==> config.mk <==
export PLATFORM = sky130hd
export DESIGN_NAME = spi_master_gen
export DESIGN_NICKNAME = d
export VERILOG_FILES = /design/src/rtl/spi_master_gen.sv
export SDC_FILE = /design/constraint.sdc
export NUM_CORES = 1
export LEC_CHECK = 0
export ABC_CLOCK_PERIOD_IN_PS = 2600
export CAP_MARGIN = 5
export CORE_MARGIN = 2
export CORE_UTILIZATION = 38
export CTS_CLUSTER_DIAMETER = 150
export CTS_CLUSTER_SIZE = 28
export DETAILED_ROUTE_END_ITERATION = 16
export DONT_BUFFER_PORTS = 1
export PLACE_DENSITY_LB_ADDON = 0.15
export SETUP_SLACK_MARGIN = 0.5
export SLEW_MARGIN = 20
export SYNTH_ARGS = -nofsm -noshare
export SYNTH_HDL_FRONTEND = slang
export SYNTH_SLANG_ARGS = --single-unit
==> constraint.sdc <==
create_clock -name clk -period 2.6 [get_ports clk]
set_clock_uncertainty 0.1 [all_clocks]
set_input_delay 0.39 -clock clk [delete_from_list [all_inputs] [get_ports clk]]
set_output_delay 0.39 -clock clk [all_outputs]
set_load 0.02 [all_outputs]
==> src/rtl/spi_master_gen.sv <==
// SPI master, modes 0-3, programmable SCLK half-period of div+1 clk cycles; MSB first by default.
// Define SPI_MASTER_LSB_FIRST_EN to add the lsb_first port selecting LSB-first shifting per transfer.
module spi_master_gen #(
    parameter int DATA_W = 8,
    parameter int DIV_W  = 8
) (
    input  logic              clk,
    input  logic              rst_n,
    input  logic [DIV_W-1:0]  div,
    input  logic              cpol,
    input  logic              cpha,
    input  logic              start,
    input  logic [DATA_W-1:0] tx_data,
`ifdef SPI_MASTER_LSB_FIRST_EN
    input  logic              lsb_first,
`endif
    input  logic              miso,
    output logic [DATA_W-1:0] rx_data,
    output logic              busy,
    output logic              done,
    output logic              cs_n,
    output logic              sclk,
    output logic              mosi
);

    localparam int HC_W = $clog2(2 * DATA_W);
    localparam logic [HC_W-1:0] HC_LAST = HC_W'(2 * DATA_W - 1);

    typedef enum logic [2:0] {S_IDLE, S_LEAD, S_SHIFT, S_TRAIL, S_DONE} state_t;

    state_t            state_q, state_d;
    logic [DIV_W-1:0]  cnt_q, cnt_d;
    logic [DIV_W-1:0]  div_q, div_d;
    logic [HC_W-1:0]   hcnt_q, hcnt_d;
    logic              cpol_q, cpol_d;
    logic              cpha_q, cpha_d;
    logic              lsb_q, lsb_d;
    logic [DATA_W-1:0] tx_q, tx_d;
    logic [DATA_W-1:0] rx_q, rx_d;
    logic [DATA_W-1:0] rx_data_q, rx_data_d;
    logic              sclk_q, sclk_d;
    logic              half_end, enter_half, smp, shf, lsb_in;

`ifdef SPI_MASTER_LSB_FIRST_EN
    assign lsb_in = lsb_first;
`else
    assign lsb_in = 1'b0;
`endif

    assign half_end = (cnt_q == div_q);

    always_comb begin
        state_d    = state_q;
        cnt_d      = cnt_q;
        div_d      = div_q;
        hcnt_d     = hcnt_q;
        cpol_d     = cpol_q;
        cpha_d     = cpha_q;
        lsb_d      = lsb_q;
        tx_d       = tx_q;
        rx_d       = rx_q;
        rx_data_d  = rx_data_q;
        sclk_d     = sclk_q;
        enter_half = 1'b0;
        smp        = 1'b0;
        shf        = 1'b0;
        case (state_q)
            S_IDLE: begin
                sclk_d = cpol;
                cnt_d  = '0;
                if (start) begin
                    state_d = S_LEAD;
                    div_d   = div;
                    cpol_d  = cpol;
                    cpha_d  = cpha;
                    lsb_d   = lsb_in;
                    tx_d    = tx_data;
                end
            end
            S_LEAD: begin
                if (half_end) begin
                    cnt_d      = '0;
                    hcnt_d     = '0;
                    state_d    = S_SHIFT;
                    enter_half = 1'b1;
                    sclk_d     = ~sclk_q;
                end else begin
                    cnt_d = cnt_q + DIV_W'(1);
                end
            end
            S_SHIFT: begin
                if (half_end) begin
                    cnt_d = '0;
                    if (hcnt_q == HC_LAST) begin
                        state_d = S_TRAIL;
                    end else begin
                        hcnt_d     = hcnt_q + HC_W'(1);
                        enter_half = 1'b1;
                        sclk_d     = ~sclk_q;
                    end
                end else begin
                    cnt_d = cnt_q + DIV_W'(1);
                end
            end
            S_TRAIL: begin
                if (half_end) begin
                    cnt_d     = '0;
                    state_d   = S_DONE;
                    rx_data_d = rx_q;
                end else begin
                    cnt_d = cnt_q + DIV_W'(1);
                end
            end
            S_DONE: begin
                state_d = S_IDLE;
            end
            default: begin
                state_d = S_IDLE;
            end
        endcase

        // Even halves open with a leading edge, odd halves with a trailing edge.
        // In mode cpha=1 the first leading edge keeps bit 0, already on mosi since LEAD.
        if (enter_half) begin
            smp = cpha_q ? hcnt_d[0] : ~hcnt_d[0];
            shf = cpha_q ? (~hcnt_d[0] && (hcnt_d != '0)) : hcnt_d[0];
        end
        if (smp) begin
            rx_d = lsb_q ? {miso, rx_q[DATA_W-1:1]} : {rx_q[DATA_W-2:0], miso};
        end
        if (shf) begin
            tx_d = lsb_q ? (tx_q >> 1) : (tx_q << 1);
        end
    end

    always_ff @(posedge clk) begin
        if (!rst_n) begin
            state_q   <= S_IDLE;
            cnt_q     <= '0;
            div_q     <= '0;
            hcnt_q    <= '0;
            cpol_q    <= 1'b0;
            cpha_q    <= 1'b0;
            lsb_q     <= 1'b0;
            tx_q      <= '0;
            rx_q      <= '0;
            rx_data_q <= '0;
            sclk_q    <= 1'b0;
        end else begin
            state_q   <= state_d;
            cnt_q     <= cnt_d;
            div_q     <= div_d;
            hcnt_q    <= hcnt_d;
            cpol_q    <= cpol_d;
            cpha_q    <= cpha_d;
            lsb_q     <= lsb_d;
            tx_q      <= tx_d;
            rx_q      <= rx_d;
            rx_data_q <= rx_data_d;
            sclk_q    <= sclk_d;
        end
    end

    assign busy    = (state_q == S_LEAD) || (state_q == S_SHIFT) || (state_q == S_TRAIL);
    assign cs_n    = ~busy;
    assign done    = (state_q == S_DONE);
    assign sclk    = sclk_q;
    assign rx_data = rx_data_q;
    assign mosi    = busy ? (lsb_q ? tx_q[0] : tx_q[DATA_W-1]) : 1'b0;

endmodule

==> results of run 1 <==
[final timing paths]
kind              slack, ns  cells after the start          to       start
setup reg to reg       0.36                      7     tx_q[4]  state_q[2]
setup / recovery       0.36                      7     tx_q[4]  state_q[2]
hold / removal         0.11                      1  state_q[0]       rst_n
hold reg to reg        0.36                      2    div_q[6]    div_q[6]
[power groups by stage]
stage          Clock, mW  Combinational [mW]  Sequential [mW]
2_1_floorplan          0               0.717            0.909
3_3_place_gp           0               0.907            0.936
3_5_place_dp           0               0.908            0.936
4_1_cts            0.513                1.07            0.917
5_1_grt            0.544                1.33            0.931
6_report           0.491                1.23            0.919
[timing repair]
item	in CTS	in global routing
pin swaps	8	6
setup buffers	10	7
setup endpoints to repair	29	27
cloned	1	0
hold buffers	0	0
resized for setup	16	20
[cells in the final DEF, fill, tap and decap left out, types with 7 or more instances in the layout]
cell | netlist | layout
nand3_1 | 12 | 11
nand2_1 | 33 | 31
dfxtp_1 | 49 | 41
dfxtp_2 | 0 | 7
clkbuf_8 | 0 | 7
a21oi_1 | 20 | 19
xor2_1 | 10 | 10
nor2_1 | 39 | 36
buf_4 | 2 | 24
inv_1 | 8 | 8
mux2i_1 | 17 | 17
[cell families after synthesis]
logic type               synth area share, %
AO/OA/AOI/OAI                          17.89
XOR/XNOR                               5.446
buffers and inverters                  4.305
flip-flops                             40.66
adder cells (fa/ha/maj)                1.037
AND/OR/NAND/NOR                        23.60
multiplexers                           7.054
[area by class of cell]
type                    instances  area (um2)
well taps                      77       96.34
clock buffers                   7       96.34
repair buffers                 30       251.5
multi-input cells             200        1525
inverters                       8       30.03
flip-flops and latches         49       993.5
fillers                       612        3243
clock inverters                 1       5.005
[registers in the layout, summed over array words and instances (netlist names)]
register / count
tx_q: 8
rx_data: 8
sclk: 1
cpha_q: 1
state_q: 3
rx_q: 8
cnt_q: 8
hcnt_q: 4
div_q: 8
[routing by layer]
layer / global-route usage (%) / vias to the layer above
li1: - / 1003
met1: 22.07 / 959
met2: 26.40 / 38
met3: 2.868 / 10
met4: 4.399 / 0
met5: 0 / -
[worst register-to-register path, cell delays in order, from the launching register on]
cell	delay (ns)
dfxtp_2	0.34
or3b_4	0.49
o41ai_4	0.23
and3_4	0.27
a2bb2o_4	0.23
nor4_4	0.20
buf_4	0.19
a221o_1	0.14
[per-stage QoR]
stage / power [mW] / hold WS [ns] / worst slack, ns / util, % / area [um2]
floorplan: 1.626 / 0.3481 / 0.4222 / - / 2494
global placement: 1.844 / 0.3585 / 0.1661 / 41.82 / 2610
detailed placement: 1.844 / 0.3641 / 0.1381 / 41.82 / 2610
CTS: 2.497 / 0.09385 / 0.3691 / 45.83 / 2860
global route: 2.808 / 0.09252 / 0.3096 / 48.04 / 2998
finish: 2.636 / 0.1052 / 0.3595 / 48.04 / 2998
==> reports/metrics.cfg, run 1 <==
[die]
die_h_um=83.68
coreArea_um2=6241
die_w_um=83.68
ios=35
die_area_um2=7002
start_util_pct=38.65
rows=29

[global_route]
grt_pass1_wl_mm=9.390
grt_pass1_vias=1950
gr-total-overflow=0
grt_use_total_pct=16.18
grt_max_degree=27
grt_antenna_before_repair=0

[synth]
synthCells=269
post-synth-top-count-cell=dfxtp_1
synth-seq-cells=49
yosysTopAreaCell=dfxtp_1
synth_cell_types=52
async_flop_share_pct=0
syn_area_per_cell_um2=8.968
yosys_warnings=0
synth_top_cell_area_share_pct=40.66
netlist_top_cells_area=dfxtp_1 (41%), mux2i_1 (7.1%), nor2_1 (6.1%)
ys.flop_type=dfxtp_1
netlist_area_um2=2412
synth_commonest_cells=dfxtp_1 (49), nor2_1 (39), nand2_1 (33), a21oi_1 (20), mux2i_1 (17)
synth_nets=293
synth_edf_count=0
seq_area_frac_synth_pct=40.66

[setup_path]
cp_slowest_cell=or3b_4
critical_path.cell_chain=or3b_4, o41ai_4, and3_4, a2bb2o_4, nor4_4, buf_4, a221o_1
endpoint_kind=flop
worst_setup_path_start_kind=flop
path_buf_inv=1
crit_fanout=8
cp_top_family=simple AND/OR/NAND/NOR gates
arrival_ns=2.39
crit_type=flop to flop
required_ns=2.75
cp_slowest_stage_delay_ns=0.49

[final_layout]
final_net_count=318
layout-drive-gt1-share_pct=27.80
syn2layout_area_growth_pct=24.27
diodes=0
fin_cells=372

[cts]
cts-root-buf=clkbuf_8
cts_tree=built
cts_sinks=49
clk_latency_ns=0.29
cts-buffers-inserted=5
clkTransAtPathRegs_ns=0.09
htree_num_levels=2
clk_path_buf_depth=2

[routing]
drt_first_pass_iters=4
drc=0
wl_met3_um=186
routedWlPerCell_um=14.87
vias=2010
ant_nets=0
finalWirelength_mm=5.532
met1_length_mm=2.527
wl_met2_mm=2.716
dr.first_iter.drc_count=131
routed_via_density=5.403
top_layer=met4

[power_and_ir_drop]
ir_worst_vdd_mv=0.3247
pwr-share-comb_pct=46.5
seqPwrFrac_pct=34.9
power.internal_mw=1.643
switchingPower_mw=0.9930
sw_frac_of_total_pct=37.68
p_leak_nw=1.097
clkPwrFrac_pct=18.6
powerDensity_nw_per_um2=879.2

[placement]
gp_congestion=0.8641
placed_cells=346
portBuffers=0
dp_hpwl_mm=3.673

[sta]
relSlewSlack_pct=55.78
setup-violations-final=0
fmax_mhz=446.3
finalHoldViolCount=0
setup_tns_ns=0
rsz0062_at_grt=true
period_needed_ns=2.241
worst_slew_pin_slew_ns=0.6626
fin_crit_sh_pct=86.17
drv_slew=0

[flow_run]
cap_violations=0

[status]
outcome=finished, final reports clean

[worst_hold_path]
hold_class=input pin to flop

Note: power is estimated with default switching activity, not from simulation.
==> run 2: changes to the inputs <==
- CORE_ASPECT_RATIO: default -> 0.5
==> run 2 against run 1 <==
Sequential power grew 0.7%. Critical path type unchanged. First-iteration DRC count shrank 5.3%. Critical endpoint is now tx_q[5]. Global-route usage grew 0.51 points. Die area grew 0.56%. Clock-buffer cell count shrank 2. Highest routed layer unchanged. Largest cell class unchanged. Sequential share of layout area shrank 0.52 points. Register-to-register slack is essentially flat. Combinational power shrank 4%.
==> reports/metrics.cfg, run 2 (synthesis gave the netlist of run 1 again) <==
[status]
outcome=finished, final reports clean  ; unchanged

[sta]
fin_crit_sh_pct=86.37  ; was 86.17%
worst_slew_pin_slew_ns=0.5533  ; was 0.6626 ns
hold_slack_ns=0.1201  ; was 0.1052 ns
drv_slew=0  ; unchanged
fmax_mhz=445.3  ; was 446.3 MHz
finalHoldViolCount=0  ; unchanged
setup_tns_ns=0  ; unchanged
setup-violations-final=0  ; unchanged
rsz0062_at_grt=true  ; unchanged
relSlewSlack_pct=63.00  ; was 55.78%
period_needed_ns=2.246  ; was 2.241 ns
worst_slack_ns=0.3543  ; was 0.3595 ns

[die]
die_w_um=116.7  ; was 83.68 um
coreArea_um2=6106  ; was 6241 um2
ios=35  ; unchanged
die_h_um=60.34  ; was 83.68 um
start_util_pct=39.51  ; was 38.65%
rows=20  ; was 29
die_area_um2=7040  ; was 7002 um2

[placement]
portBuffers=0  ; unchanged
dp_hpwl_mm=3.793  ; was 3.673 mm
gp_congestion=0.8189  ; was 0.8641
placed_cells=357  ; was 346
place_ws_ns=0.1472  ; was 0.1381 ns

[global_route]
gr-total-overflow=0  ; unchanged
grt_max_degree=25  ; was 27
grt_pass1_wl_mm=9.066  ; was 9.390 mm
grt_use_total_pct=16.68  ; was 16.18%
grt_antenna_before_repair=0  ; unchanged
grt_pass1_vias=1922  ; was 1950

[setup_path]
arrival_ns=2.32  ; was 2.39 ns
r2r_setup_slack_ns=0.35  ; was 0.36 ns
r2r_cells=9  ; was 7
crit_fanout=6  ; was 8
endpoint_kind=flop  ; unchanged
worst_setup_path_start_kind=flop  ; unchanged
required_ns=2.68  ; was 2.75 ns
crit_type=flop to flop  ; unchanged

[cts]
htree_num_levels=2  ; unchanged
cts_sinks=49  ; unchanged
cts-root-buf=clkbuf_16  ; was clkbuf_8
clkTransAtPathRegs_ns=0.07  ; was 0.09 ns
ctsHoldBuffers=0  ; unchanged
clk_path_buf_depth=2  ; unchanged
cts-buffers-inserted=5  ; unchanged
clk_latency_ns=0.29  ; about the same
cts_tree=built  ; unchanged

[final_layout]
fin_cells=381  ; was 372
syn2layout_area_growth_pct=27.54  ; was 24.27%
final_net_count=317  ; was 318
layout-drive-gt1-share_pct=29.01  ; was 27.80%
diodes=0  ; unchanged
final_cell_mix=nor2_1 (37), dfxtp_1 (37), nand2_1 (31)  ; was dfxtp_1 (41), nor2_1 (36), nand2_1 (31)

[power_and_ir_drop]
p_leak_nw=1.115  ; was 1.097 nW
p_total_mw=2.837  ; was 2.636 mW
powerDensity_nw_per_um2=922.2  ; was 879.2 nW/um2
ir_worst_vdd_mv=0.3434  ; was 0.3247 mV

[routing]
finalWirelength_mm=5.662  ; was 5.532 mm
ant_nets=0  ; unchanged
vias=1984  ; was 2010
routed_via_density=5.207  ; was 5.403
drt_first_pass_iters=4  ; unchanged
routedWlPerCell_um=14.86  ; was 14.87 um
dr.first_iter.drc_count=124  ; was 131
drc=0  ; unchanged

[worst_hold_path]
min_path_cells=1  ; unchanged
hold_class=input pin to flop  ; unchanged

[flow_run]
cap_violations=0  ; unchanged

==> run 2: changes by cell type in the layout (fill, tap and decap cells not counted), moves of 2 or more <==
cell,previous run,this run
buf_6,5,10
clkbuf_16,0,5
buf_4,24,19
dfxtp_2,7,9
xor2_1,10,7
dfxtp_4,1,3
clkbuf_8,7,0
xor2_2,0,3
dfxtp_1,41,37
==> run 2: layer usage <==
| layer | GRT usage (%) | wire length (um) | vias to the layer above |
|---|---|---|---|
| met5 | 0 | 0 | - |
| met3 | 4.895 | 245 | 6 |
| met1 | 21.01 | 2651 | 951 |
| met2 | 28.82 | 2721 | 37 |
| li1 | - | - | 990 |
| met4 | 4.202 | 44 | 0 |
==> run 2: critical path, cell delays in order, from the launching register on <==
cell      delay [ns]
dfxtp_4         0.35
xor2_2          0.18
nor4_4          0.29
buf_6           0.18
buf_6           0.11
a31o_2          0.21
a2bb2o_4        0.16
nor4_4          0.04
buf_4           0.16
a221o_1         0.34
==> run 2: final timing paths <==
kind / from / endpoint
min: rst_n / state_q[0]
max: cnt_q[6] / tx_q[5]
min reg2reg: div_q[0] / div_q[0]
max reg2reg: cnt_q[6] / tx_q[5]
==> run 2: layout make-up <==
| cell class | count | area [um2] |
|---|---|---|
| Fill cell | 592 | 3029 |
| Inverter | 8 | 30.03 |
| Tap cell | 88 | 110.1 |
| Clock inverter | 2 | 38.79 |
| Timing Repair Buffer | 29 | 255.2 |
| Clock buffer | 5 | 125.1 |
| Multi-Input combinational cell | 200 | 1514 |
| Sequential cell | 49 | 1003 |
==> run 2: power by group <==
| part | switching (mW) | internal, mW | total (mW) |
|---|---|---|---|
| Combinational | 0.636 | 0.544 | 1.18 |
| Clock | 0.280 | 0.452 | 0.732 |
| Sequential | 0.0853 | 0.840 | 0.925 |
| Total | 1.00 | 1.84 | 2.84 |
==> run 2: through the flow <==
| step | utilization [%] | instance area [um2] |
|---|---|---|
| 2_1_floorplan | - | 2494 |
| 3_3_place_gp | 42.83 | 2615 |
| 3_5_place_dp | 42.83 | 2615 |
| 4_1_cts | 48.59 | 2967 |
| 5_1_grt | 50.39 | 3077 |
| 6_report | 50.39 | 3077 |
==> run 2: what timing repair did <==
action | CTS | global route
setup buffers | 11 | 5
resized for setup | 26 | 18
pin swaps | 14 | 9
setup endpoints to repair | 33 | 31
cloned | 1 | 0
==> run 3: changes to the inputs <==
- CORE_MARGIN: 2 -> default
- SKIP_LAST_GASP: default -> 1
==> run 3 against run 2 <==
Register-to-register slack worse by 0.07 ns. Largest power group unchanged. Highest routed layer unchanged. Non-clock buffer count decreased by 6. First-iteration DRC count down 36%. Sequential power decreased by 1%. Critical path depth fell by 2.
==> reports/metrics.cfg, run 3 (synthesis gave the netlist of run 1 again) <==
[global_route]
grt_max_degree=24  ; was 25
gr-total-overflow=0  ; unchanged
grt_antenna_before_repair=0  ; unchanged
grt_pass1_vias=1834  ; was 1922
grt_pass1_wl_mm=8.493  ; was 9.066 mm
grt_use_total_pct=16.35  ; was 16.68%

[setup_path]
worst_setup_path_start_kind=flop  ; unchanged
crit_type=flop to flop  ; unchanged
arrival_ns=2.39  ; was 2.32 ns
required_ns=2.67  ; was 2.68 ns
crit_fanout=7  ; was 6
endpoint_kind=flop  ; unchanged

[final_layout]
final_common_cell=dfxtp_1
final_net_count=310  ; was 317
fillers=603  ; was 592
fin_cells=374  ; was 381
final_cell_mix=dfxtp_1 (43), nor2_1 (37), nand2_1 (32)  ; was nor2_1 (37), dfxtp_1 (37), nand2_1 (31)
layout-drive-gt1-share_pct=23.78  ; was 29.01%
final_util_pct=48.32  ; was 50.39%
diodes=0  ; unchanged
syn2layout_area_growth_pct=22.30  ; was 27.54%

[sta]
fmax_mhz=432.6  ; was 445.3 MHz
setup_tns_ns=0  ; unchanged
rsz0062_at_grt=true  ; unchanged
drv_slew=0  ; unchanged
fin_crit_sh_pct=88.92  ; was 86.37%
worst_slew_pin_slew_ns=0.8640  ; was 0.5533 ns
relSlewSlack_pct=42.34  ; was 63.00%
hold_slack_ns=0.1253  ; was 0.1201 ns
setup-violations-final=0  ; unchanged
worst_slack_ns=0.2881  ; was 0.3543 ns
period_needed_ns=2.312  ; was 2.246 ns
finalHoldViolCount=0  ; unchanged

[cts]
clk_path_buf_depth=2  ; unchanged
clk_latency_ns=0.29  ; about the same
clkTransAtPathRegs_ns=0.07  ; about the same
cts-buffers-inserted=5  ; unchanged
ctsHoldBuffers=0  ; unchanged
htree_num_levels=2  ; unchanged
cts-root-buf=clkbuf_16  ; unchanged
cts_sinks=49  ; unchanged
cts_tree=built  ; unchanged

[die]
rows=20  ; unchanged
coreArea_um2=6106  ; unchanged
die_area_um2=6690  ; was 7040 um2
ios=35  ; unchanged
die_w_um=114.7  ; was 116.7 um
die_h_um=58.34  ; was 60.34 um
start_util_pct=39.51  ; unchanged

[status]
outcome=finished, final reports clean  ; unchanged

[power_and_ir_drop]
ir_worst_vdd_mv=0.2924  ; was 0.3434 mV
powerDensity_nw_per_um2=884.9  ; was 922.2 nW/um2
p_leak_nw=1.063  ; was 1.115 nW

[worst_hold_path]
hold_class=input pin to flop  ; unchanged

[routing]
finalWirelength_mm=5.381  ; was 5.662 mm
routedWlPerCell_um=14.39  ; was 14.86 um
routed_via_density=5.136  ; was 5.207
drc=0  ; unchanged
dr.first_iter.drc_count=79  ; was 124
wl_met3_um=207  ; was 245 um
met1_length_mm=2.586  ; was 2.651 mm
drt_first_pass_iters=4  ; unchanged
wl_met2_mm=2.535  ; was 2.721 mm
vias=1921  ; was 1984
ant_nets=0  ; unchanged
top_layer=met4  ; unchanged

[placement]
placed_cells=355  ; was 357
portBuffers=0  ; unchanged
dp_hpwl_mm=3.645  ; was 3.793 mm
place_ws_ns=0.1130  ; was 0.1472 ns
gp_congestion=0.8172  ; was 0.8189

[flow_run]
cap_violations=0  ; unchanged

run 3: per-layer routing:
| layer | GRT usage [%] | up-vias |
|---|---|---|
| met5 | 0 | - |
| met2 | 27.62 | 19 |
| li1 | - | 987 |
| met1 | 20.32 | 907 |
| met4 | 4.824 | 0 |
| met3 | 5.252 | 8 |
run 3: metrics by stage:
step | total power, mW | cell area [um2]
final | 2.611 | 2950
after detailed placement | 1.807 | 2600
after global placement | 1.787 | 2600
after global routing | 2.746 | 2950
after CTS | 2.491 | 2808
after floorplan | 1.626 | 2494
run 3: area by class of cell:
cell class                 count  area, um2  area share [%]
sequential                    49      991.0           33.59
clock buffer                   5      125.1           4.241
tap                           88      110.1           3.732
clock inverter                 2      13.76          0.4665
timing repair buffer          23      198.9           6.743
multi-input combinational    199       1481           50.21
inverter                       8      30.03           1.018
run 3: report_power, final:
part	switching, mW	leakage (nW)	internal [mW]
combinational	0.615	0.591	0.458
sequential	0.0756	0.401	0.838
clock	0.272	0.0701	0.353
total	0.962	1.06	1.65
run 3: worst paths after layout:
path,startpoint,slack (ns),to,cells past startpoint
setup / recovery,div_q[6],0.29,tx_q[2],7
hold / removal,rst_n,0.13,hcnt_q[0],1
setup reg to reg,div_q[6],0.29,tx_q[2],7
hold reg to reg,div_q[7],0.37,div_q[7],2
run 3: critical path, stage by stage, from the launching register on:
cell and delay [ns]:
dfxtp_2 0.34, xor2_2 0.18, nor4_4 0.38, buf_6 0.20, a31oi_4 0.11, a311oi_4 0.40
a211oi_4 0.15, a221o_1 0.33
run 3: what timing repair did:
action	4_1_cts	5_1_grt
setup buffers	5	7
resized for setup	9	23
pin swaps	6	12
endpoints found under the setup margin	30	26
